### src/rtl/instr_encoder_loader.sv
// Program loader for the 16-bit core. Accepts instruction fields over a
// valid/ready handshake, range-checks and packs them into decoder format,
// buffers legal words in a small FIFO and streams them to instruction memory
// at sequential addresses.
module instr_encoder_loader #(
  parameter int          DEPTH     = 4,
  parameter int          ADDR_W    = 8,
  parameter int unsigned BASE_ADDR = 0
) (
  input  logic              clk,
  input  logic              rst_n,
  input  logic              start,
  input  logic              in_valid,
  output logic              in_ready,
  input  logic [3:0]        in_opcode,
  input  logic [2:0]        in_reg_a,
  input  logic [2:0]        in_reg_b,
  input  logic [8:0]        in_imm,
  input  logic              in_last,
  output logic              mem_we,
  input  logic              mem_ready,
  output logic [ADDR_W-1:0] mem_addr,
  output logic [15:0]       mem_wdata,
  output logic [ADDR_W:0]   word_count,
  output logic              err_illegal,
  output logic              err_wrap,
  output logic              done
);

  localparam int                PTR_W   = $clog2(DEPTH);
  localparam logic [ADDR_W-1:0] BASE    = ADDR_W'(BASE_ADDR);
  localparam logic [PTR_W:0]    PTR_ONE = (PTR_W+1)'(1);

  typedef enum logic [1:0] {
    S_IDLE,
    S_RUN,
    S_DRAIN,
    S_DONE
  } state_t;

  state_t              r_state;
  state_t              w_state_nxt;
  logic [15:0]         r_fifo [DEPTH];
  logic [PTR_W:0]      r_wr_ptr;
  logic [PTR_W:0]      r_rd_ptr;
  logic [ADDR_W-1:0]   r_mem_addr;
  logic [ADDR_W:0]     r_word_count;
  logic                r_err_illegal;
  logic                r_err_wrap;

  logic [15:0]         w_word;
  logic                w_legal;
  logic                w_empty;
  logic                w_full;
  logic                w_one_left;
  logic                w_accept;
  logic                w_push;
  logic                w_pop;
  logic                w_start_run;
  logic                w_active;

  // FIFO occupancy from pointers carrying one extra wrap bit
  assign w_empty    = (r_wr_ptr == r_rd_ptr);
  assign w_full     = (r_wr_ptr[PTR_W] != r_rd_ptr[PTR_W]) &&
                      (r_wr_ptr[PTR_W-1:0] == r_rd_ptr[PTR_W-1:0]);
  assign w_one_left = ((r_wr_ptr - r_rd_ptr) == PTR_ONE);

  assign w_active    = (r_state == S_RUN) || (r_state == S_DRAIN);
  assign w_accept    = in_valid && in_ready;
  assign w_push      = w_accept && w_legal;
  assign w_pop       = mem_we && mem_ready;
  assign w_start_run = start && ((r_state == S_IDLE) || (r_state == S_DONE));

  assign in_ready    = (r_state == S_RUN) && !w_full;
  assign mem_we      = w_active && !w_empty;
  assign mem_wdata   = mem_we ? r_fifo[r_rd_ptr[PTR_W-1:0]] : 16'h0000;
  assign mem_addr    = r_mem_addr;
  assign word_count  = r_word_count;
  assign err_illegal = r_err_illegal;
  assign err_wrap    = r_err_wrap;
  assign done        = (r_state == S_DONE);

  // Pack the instruction fields by format class and judge immediate range
  always_comb begin
    // NOTE: defaults first so every path assigns every output -- no latch is inferred.
    w_word  = 16'h0000;
    w_legal = 1'b0;
    case (in_opcode)
      4'b0010, 4'b0100, 4'b0110, 4'b0111: begin
        w_word  = {in_opcode, in_reg_a, in_reg_b, 6'b0};
        w_legal = 1'b1;
      end
      4'b0000, 4'b0001, 4'b0101: begin
        w_word  = {in_opcode, in_reg_a, in_imm[6:0], 2'b0};
        w_legal = (in_imm[8:7] == 2'b00);
      end
      4'b0011, 4'b1000, 4'b1001: begin
        w_word  = {in_opcode, in_reg_a, in_imm[5:0], 3'b0};
        w_legal = ((in_imm[8:5] == 4'h0) || (in_imm[8:5] == 4'hF)) &&
                  (in_imm != 9'h000);
      end
      4'b1010, 4'b1011: begin
        w_word  = {in_opcode, in_reg_a, in_imm};
        w_legal = 1'b1;
      end
      default: begin
        w_word  = 16'h0000;
        w_legal = 1'b0;
      end
    endcase
  end

  // Session sequencing; DRAIN ends as soon as the last buffered word leaves
  always_comb begin
    w_state_nxt = r_state;
    case (r_state)
      S_IDLE:  if (start) w_state_nxt = S_RUN;
      S_RUN:   if (w_accept && in_last) w_state_nxt = S_DRAIN;
      S_DRAIN: if (w_empty || (w_pop && w_one_left)) w_state_nxt = S_DONE;
      S_DONE:  if (start) w_state_nxt = S_RUN;
      default: w_state_nxt = S_IDLE;
    endcase
  end

  // State register
  always_ff @(posedge clk or negedge rst_n) begin
    // NOTE: non-blocking assignments keep every flop sampling pre-edge values.
    if (!rst_n) r_state <= S_IDLE;
    else        r_state <= w_state_nxt;
  end

  // FIFO pointers: advance on push/pop, cleared when a session starts
  always_ff @(posedge clk or negedge rst_n) begin
    if (!rst_n) begin
      r_wr_ptr <= '0;
      r_rd_ptr <= '0;
    end else if (w_start_run) begin
      r_wr_ptr <= '0;
      r_rd_ptr <= '0;
    end else begin
      if (w_push) r_wr_ptr <= r_wr_ptr + PTR_ONE;
      if (w_pop)  r_rd_ptr <= r_rd_ptr + PTR_ONE;
    end
  end

  // FIFO storage
  always_ff @(posedge clk) begin
    // NOTE: storage is not reset; the pointers define validity and mem_wdata is gated while empty.
    if (w_push) r_fifo[r_wr_ptr[PTR_W-1:0]] <= w_word;
  end

  // Write address, word counter and sticky error flags
  always_ff @(posedge clk or negedge rst_n) begin
    if (!rst_n) begin
      r_mem_addr    <= BASE;
      r_word_count  <= '0;
      r_err_illegal <= 1'b0;
      r_err_wrap    <= 1'b0;
    end else if (w_start_run) begin
      r_mem_addr    <= BASE;
      r_word_count  <= '0;
      r_err_illegal <= 1'b0;
      r_err_wrap    <= 1'b0;
    end else begin
      if (w_pop) begin
        r_mem_addr   <= r_mem_addr + 1'b1;
        r_word_count <= r_word_count + 1'b1;
        if (r_mem_addr == '1) r_err_wrap <= 1'b1;
      end
      if (w_accept && !w_legal) r_err_illegal <= 1'b1;
    end
  end

endmodule

### config.mk
export PLATFORM = sky130hd
export DESIGN_NAME = instr_encoder_loader
export DESIGN_NICKNAME = d
export VERILOG_FILES = /design/src/rtl/instr_encoder_loader.sv
export SDC_FILE = /design/constraint.sdc
export NUM_CORES = 1
export LEC_CHECK = 0
export BUFFER_PORTS_ARGS = -buffer_cell sky130_fd_sc_hd__buf_2
export CORE_UTILIZATION = 35
export DETAILED_ROUTE_END_ITERATION = 8
export MAX_ROUTING_LAYER = met4
export PLACE_DENSITY = 0.54
export SLEW_MARGIN = 0
export SYNTH_ARGS = -nofsm -noshare
export SYNTH_HDL_FRONTEND = slang
export SYNTH_SLANG_ARGS = --single-unit
### constraint.sdc
create_clock -name clk -period 6.6 [get_ports clk]
set_input_delay 0.66 -clock clk [delete_from_list [all_inputs] [get_ports clk]]
set_output_delay 0.66 -clock clk [all_outputs]
set_load 0.01 [all_outputs]
==> qor.yml, run 1 <==
detailed_routing:
  drtIter0Drc: 125
  wl_per_cell_um: 16.1
  detailedRoute.firstPassIterationCount: 5
  drc_errors: 0
  postRouteAntennaNets: 0
  vias_per_cell: 4.95
  num_vias: 2720
  routed_wirelength_um: 8840
clock_network:
  cts.htree.levels: 3
  hold_buffers: 0
  cts_sinks: 91
  cts_made_buffers: 9
  post_cts_buffers: 0
  tritoncts: "done"
  cts_resized: 0
  cts.clk_slew.worst_paths_ns: 0.06
  cts_buffer_depth: 2
  clkLatencyLatePin_ns: 0.34
  cts_root_buffer: "clkbuf_16"
pwr:
  power_density_nw_per_um2: 353
  ir_drop_mv: 0.123
  p_seq_share_pct: 39.2
  power_frac_comb_pct: 28.6
  switching_share_pct: 31.0
  clkPwrFrac_pct: 32.2
  p_int_w: 0.00126
  p_leak_nw: 2.07
  p_switching_w: 0.000568
critical_path:
  reg2regPathDepth: 6
  worstSetupStartpointType: "flip-flop"
  cp_max_fo: 19
  end_kind: "output port"
  required_ns: 5.94
  criticalPathCategory: "reg -> out"
  worstPathArrival_ns: 2.71
sta:
  maxSlewHeadroom_pct: 36.1
  worst_slack_ns: 3.23
  hold_violations: 0
  fin_crit_sh_pct: 51.1
  setup_tns_ns: 0
  fmax_mhz: 296
  final-setup-viol-count: 0
  min_period_ns: 3.37
  worstMarginPinSlew_ns: 0.958
  rsz0062_at_grt: "false"
  finalClockSkew_ns: 0.00433
  slew_violations: 0
layout:
  final_util_pct: 43.0
  regArea_um2: 2600
  fill_cells: 1103
  final_nets: 414
  final_common_cell: "edfxtp_1"
  diodes: 0
  area_delta_synth_final_pct: 19.1
  layout-drive-gt1-share_pct: 29.9
  multi_input_area_um2: 1640
  layout.cells.most_common_list: "edfxtp_1 (64), buf_2 (62), dfrtp_1 (27), and2_1 (23), nand2_1 (20)"
floorplanning:
  fp.dieH_um: 114
  die_w_um: 114
  ios: 63
  start_util_pct: 36.1
  rows: 40
  coreArea_um2: 12100
  die-area_um2: 12900
global_routing:
  grt_use_met3_pct: 3.08
  grt_pass1_vias: 2667
  grt_pass1_wl_um: 14300
  grt_max_degree: 28
  grt_use_met2_pct: 23.9
  grt-busiest-layer: "met2"
  grt_antenna_before_repair: 0
  grt_use_met1_pct: 19.7
  grt_use_total_pct: 15.3
  gr-total-overflow: 0
synth:
  synth_flop_cell: "edfxtp_1"
  ys_async_sr_fraction_pct: 29.7
  yosys_warnings: 0
  syn_nets: 351
  yosysUniqueCellTypes: 53
  synth_edf_count: 64
  synth_seq_cells: 91
  ys_seq_area_share_pct: 59.6
  avgSynthCellArea_um2: 13.9
  synthCells: 313
  syn_area_um2: 4360
place:
  io_buffers: 62
  dp_hpwl_um: 6090
  globalplace.congestion: 0.808
  post-place-ws_ns: 3.23
status:
  status: "completed"
hold_path:
  hp-class: "in -> async"
flow_run:
  max_cap_viol_count: 0
cell usage after synthesis (2+ instances only):
cell	number	area (µm²)
edfxtp_1	64	1920
dfrtp_1	27	676
and2_1	23	144
nand2_1	20	75.1
nor2_1	18	67.6
inv_1	17	63.8
mux4_2	16	360
ha_1	12	150
nand3_1	10	50.1
a21oi_1	8	40.0
and3_1	8	50.1
o21ai_0	8	40.0
xor2_1	8	70.1
clkbuf_1	6	22.5
nand4_1	6	37.5
a222oi_1	4	40.0
xnor2_1	4	35.0
a2111oi_2	3	45.0
a31oi_1	3	18.8
buf_2	3	15.0
nor2b_1	3	18.8
a211oi_1	2	15.0
a221o_1	2	20.0
a32oi_1	2	17.5
and2b_2	2	17.5
mux2_2	2	22.5
nor3_1	2	10.0
o21ai_1	2	10.0
o22ai_1	2	12.5
o31ai_1	2	15.0
or4_1	2	15.0
worst max-delay path, cell delays in order (launching register included):
cell	delay (ns)
dfrtp_1	0.93
inv_1	0.17
ha_1	0.34
and2_1	0.30
a21oi_1	0.11
buf_4	0.22
and2_1	0.16
buf_2	0.14
state kept, by name, indices dropped and copies added (netlist names):
register / cells
r_fifo: 64
r_state: 2
r_wr_ptr: 3
err_illegal: 1
r_rd_ptr: 3
err_wrap: 1
mem_addr: 8
word_count: 9
metrics by stage:
step | cells | cell area [µm²] | power [W] | hold slack [ns]
after floorplan | 313 | 4360 | 0.00109 | 0.364
after global placement | 533 | 4840 | 0.00126 | 0.482
after detailed placement | 533 | 4840 | 0.00127 | 0.492
after CTS | 549 | 5190 | 0.00186 | 0.352
after global routing | 549 | 5190 | 0.00193 | 0.369
final | 549 | 5190 | 0.00183 | 0.330
worst paths after layout:
kind	from	end	slack (ns)
setup / recovery	r_rd_ptr[1]$_DFFE_PN0P_	mem_wdata[15]	3.23
hold / removal	rst_n	word_count[8]$_DFFE_PN0P_	0.33
setup reg to reg	r_rd_ptr[1]$_DFFE_PN0P_	r_fifo[1][5]$_DFFE_PP_	3.34
hold reg to reg	err_wrap$_DFFE_PN0P_	err_wrap$_DFFE_PN0P_	0.51
max in group asynchronous	rst_n	r_rd_ptr[1]$_DFFE_PN0P_	5.87
min in group clk	err_wrap$_DFFE_PN0P_	err_wrap$_DFFE_PN0P_	0.51
metal layers:
metal / vias to the layer above / routed length, µm
met2: 67 / 4240
met1: 1329 / 4110
met5: - / 0
met4: 0 / 125
met3: 11 / 363
li1: 1313 / -
cell families (layout without fill, tap and decap cells):
family                     count (synthesis)  in the layout  synth area share [%]
muxes                                     18             18                  8.79
xor gates and xnor gates                  14             14                  3.33
DFF                                       91             91                  59.6
adders and majority gates                 14             14                  4.14
and+or+nand+nor                          101            101                  12.5
AOI/OAI and AO/OA                         46             46                  8.67
buffers and inverters                     29             97                  2.93
area by class of cell:
| class | count | area share, % |
|---|---|---|
| clock buffers | 9 | 4.34 |
| flip-flops and latches | 91 | 50.1 |
| inverters | 17 | 1.23 |
| repair buffers | 64 | 6.27 |
| multi-input cells | 193 | 31.7 |
| well taps | 168 | 4.05 |
| clock inverters | 7 | 2.39 |
power groups by stage:
stage | Combinational, W | Sequential (W) | Clock [W]
CTS | 0.000536 | 0.000719 | 0.000604
floorplan | 0.000382 | 0.000704 | 0
global placement | 0.000530 | 0.000728 | 0
finish | 0.000523 | 0.000716 | 0.000590
global route | 0.000587 | 0.000725 | 0.000623
detailed placement | 0.000535 | 0.000730 | 0
Power figures use the tool's default switching activity.
==> run 2, diff against run 1 <==
Settings changed: ABC_AREA set to 1, PLACE_DENSITY 0.54 to 0.56.
Clock period 6.6 ns to 2.9 ns, I/O delays scaled along.
==> run 2 against run 1 <==
Net effect:
- area after synthesis rose by 4.9%
- die area is 4.8% higher
- highest routed layer unchanged
- critical endpoint is now mem_wdata[6]
- critical path depth rose by 1
- clock-buffer cell count is the same
- clock skew rose by 0.0062 ns
- first-iteration DRC count grew 31%
- utilization decreased by 0.44 points
- critical path type unchanged
- sequential power increased by 120%
- sequential cell count is the same
==> qor.yml, run 2 <==
clock_network:
  cts_sinks: 91  # unchanged
  cts.clk_slew.worst_paths_ns: 0.07  # about the same
  cts_buffer_depth: 2  # unchanged
  cts_made_buffers: 9  # unchanged
  tritoncts: "done"
  clkLatencyLatePin_ns: 0.34  # about the same
  cts_resized: 0  # unchanged
  cts.htree.levels: 3  # unchanged
  cts_root_buffer: "clkbuf_16"
critical_path:
  path_cells: "inv_1 > ha_1 > nand2_1 > inv_1 > nand3_2 > nand2_4 > a21oi_1 > buf_2"
  criticalPathCategory: "reg -> out"
  end_kind: "output port"
  cp_num_buf_inv: 3  # unchanged
  required_ns: 2.61  # -3.33 ns
  crit_top_cell: "inv_1"
  worstPathArrival_ns: 1.99  # -0.72 ns
  worstSetupStartpointType: "flip-flop"
  cp_max_fo: 18  # -1
  cp_slowest_cell: "dfrtp_1"
  cp_top_family: "flip-flops"
  cp_slowest_stage_delay_ns: 0.40  # -0.53 ns
flow_run:
  max_cap_viol_count: 0  # unchanged
floorplanning:
  rows: 41  # +2.5%
  start_util_pct: 36.1  # -0.068 points
  fp.dieH_um: 116  # +2.4%
  ios: 63  # unchanged
  coreArea_um2: 12700  # +5.1%
  die_w_um: 116  # +2.4%
  die-area_um2: 13500  # +4.8%
pwr:
  p_total_w: 0.00480  # +160%
  power_density_nw_per_um2: 889  # +150%
  ir_drop_mv: 0.438  # +250%
  p_leak_nw: 2.36  # +14%
synth:
  synth_top_area_share_pct: 42.1  # -2.0 points
  synth_edf_count: 64  # unchanged
  synthCells: 480  # +53%
  synth_most_common_cell: "nor2_1"
  synth_flop_cell: "edfxtp_1"
  ys_async_sr_fraction_pct: 29.7  # unchanged
  synth.largest_area_cell: "edfxtp_1"
  synth_compound_area_share_pct: 11.3  # +2.7 points
  synth-simple-area-share_pct: 20.4  # +7.8 points
  ys_seq_area_share_pct: 56.9  # -2.8 points
  synth_top_family_by_area: "simple AND/OR/NAND/NOR gates"
  yosys_warnings: 0  # unchanged
  yosysUniqueCellTypes: 40  # -25%
  synthTopCellsByCount: "nor2_1 (98), edfxtp_1 (64), nand2_1 (64)"
  muxShareOfSynthArea_pct: 0  # -8.8 points
  synth_seq_cells: 91  # unchanged
  synth_area_leaders: "edfxtp_1 (42%), dfrtp_1 (15%), nor2_1 (8.1%)"
  synth-xor-area-share_pct: 1.15  # -2.2 points
  syn_area_um2: 4570  # +4.9%
  synthAdderAreaFrac_pct: 3.73  # -0.41 points
  syn_nets: 518  # +48%
  avgSynthCellArea_um2: 9.52  # -32%
sta:
  slew_violations: 0  # unchanged
  final-setup-viol-count: 0  # unchanged
  fin_crit_sh_pct: 78.7
  finalClockSkew_ns: 0.0106  # +0.00623 ns
  maxSlewHeadroom_pct: 53.8  # +18 points
  worstMarginPinSlew_ns: 0.686  # -0.273 ns
  holdWs_ns: 0.287  # -0.0423 ns
  hold_violations: 0  # unchanged
  min_period_ns: 2.28
  rsz0062_at_grt: "false"
  setup_tns_ns: 0  # unchanged
  fmax_mhz: 438
  worst_slack_ns: 0.619  # -2.61 ns
global_routing:
  grt_use_total_pct: 16.9  # +1.6 points
  grt_pass1_vias: 3366  # +26%
  gr-total-overflow: 0  # unchanged
  grt_antenna_before_repair: 0  # unchanged
  grt_max_degree: 34  # +21%
  grt_pass1_wl_um: 16800  # +17%
layout:
  final_common_cell: "nor2_1"
  layout.cells.most_common_list: "nor2_1 (98), nand2_1 (64), edfxtp_1 (64), buf_2 (62), inv_1 (54)"
  largest_reg_flops: 64  # unchanged
  diodes: 0  # unchanged
  final_nets: 587  # +42%
  area_delta_synth_final_pct: 18.1
  fill_cells: 1243  # +13%
  layout-drive-gt1-share_pct: 20.6  # -9.3 points
detailed_routing:
  drc_errors: 0  # unchanged
  detailedRoute.firstPassIterationCount: 5  # unchanged
  drtIter0Drc: 164  # +31%
  vias_per_cell: 4.85  # -2.1%
  postRouteAntennaNets: 0  # unchanged
  num_vias: 3518  # +29%
  wl_per_cell_um: 14.2  # -12%
  routed_wirelength_um: 10300  # +16%
status:
  status: "completed"
place:
  dp_hpwl_um: 7180  # +18%
  post-place-ws_ns: 0.718  # -2.51 ns
  globalplace.congestion: 0.834  # +3.1%
  io_buffers: 62  # unchanged
hold_path:
  hp-class: "in -> reg"
[run 2: final timing paths]
| check | startpoint | endpoint | slack [ns] | cells past startpoint |
|---|---|---|---|---|
| setup / recovery | r_wr_ptr[0]$_DFFE_PN0P_ | mem_wdata[6] | 0.62 | 8 |
| hold / removal | mem_ready | word_count[0]$_DFFE_PN0P_ | 0.29 | 3 |
| setup reg to reg | r_wr_ptr[0]$_DFFE_PN0P_ | r_fifo[1][5]$_DFFE_PP_ | 0.71 | 10 |
| hold reg to reg | err_wrap$_DFFE_PN0P_ | err_wrap$_DFFE_PN0P_ | 0.52 | 2 |
| max in group asynchronous | rst_n | r_wr_ptr[0]$_DFFE_PN0P_ | 1.98 | 2 |
| min in group asynchronous | rst_n | word_count[1]$_DFFE_PN0P_ | 0.51 | 2 |
[run 2: final cells by class]
cell class	count	area (µm²)	share of cell area, %
Clock inverter	6	71.3	1.32
Inverter	60	228	4.22
Clock buffer	9	225	4.17
Timing Repair Buffer	72	388	7.19
Sequential cell	91	2600	48.1
Tap cell	172	215	3.99
Multi-Input combinational cell	315	1670	31.0
[run 2: tightest hold or removal path, stage by stage]
cell and delay [ns]:
buf_2 0.14, nand2_8 0.09, a21oi_1 0.06
[run 2: stage by stage]
step / instances / util, % / cell area (µm²)
global route: 725 / 42.6 / 5400
CTS: 725 / 42.6 / 5400
floorplan: 480 / - / 4570
finish: 725 / 42.6 / 5400
global placement: 709 / 40.2 / 5090
detailed placement: 709 / 40.2 / 5090
[run 2: cell families after synthesis]
| family | after synthesis |
|---|---|
| compound gates | 85 |
| buf+inv | 74 |
| xor+xnor | 6 |
| flops | 91 |
| simple gates | 211 |
| fa+ha+maj | 13 |
[run 2: per-layer routing]
metal / share of wire, % / global-route usage [%] / vias up / wire, µm
met3: 4.0 / 3.06 / 6 / 412
met1: 48 / 22.6 / 1686 / 4880
li1: - / - / 1747 / -
met4: 0.78 / 4.36 / 0 / 80
met2: 48 / 26.6 / 79 / 4890
met5: 0 / - / - / 0
[run 2: report_power, final]
group	switching (W)	internal, W
combinational	0.00136	0.000649
clock	0.000504	0.000676
sequential	0.0000879	0.00152
[run 2: what timing repair did]
action,CTS,global route
hold endpoints to repair,23,0
setup buffers,0,0
hold buffers,1,0
endpoints found under the setup margin,0,0
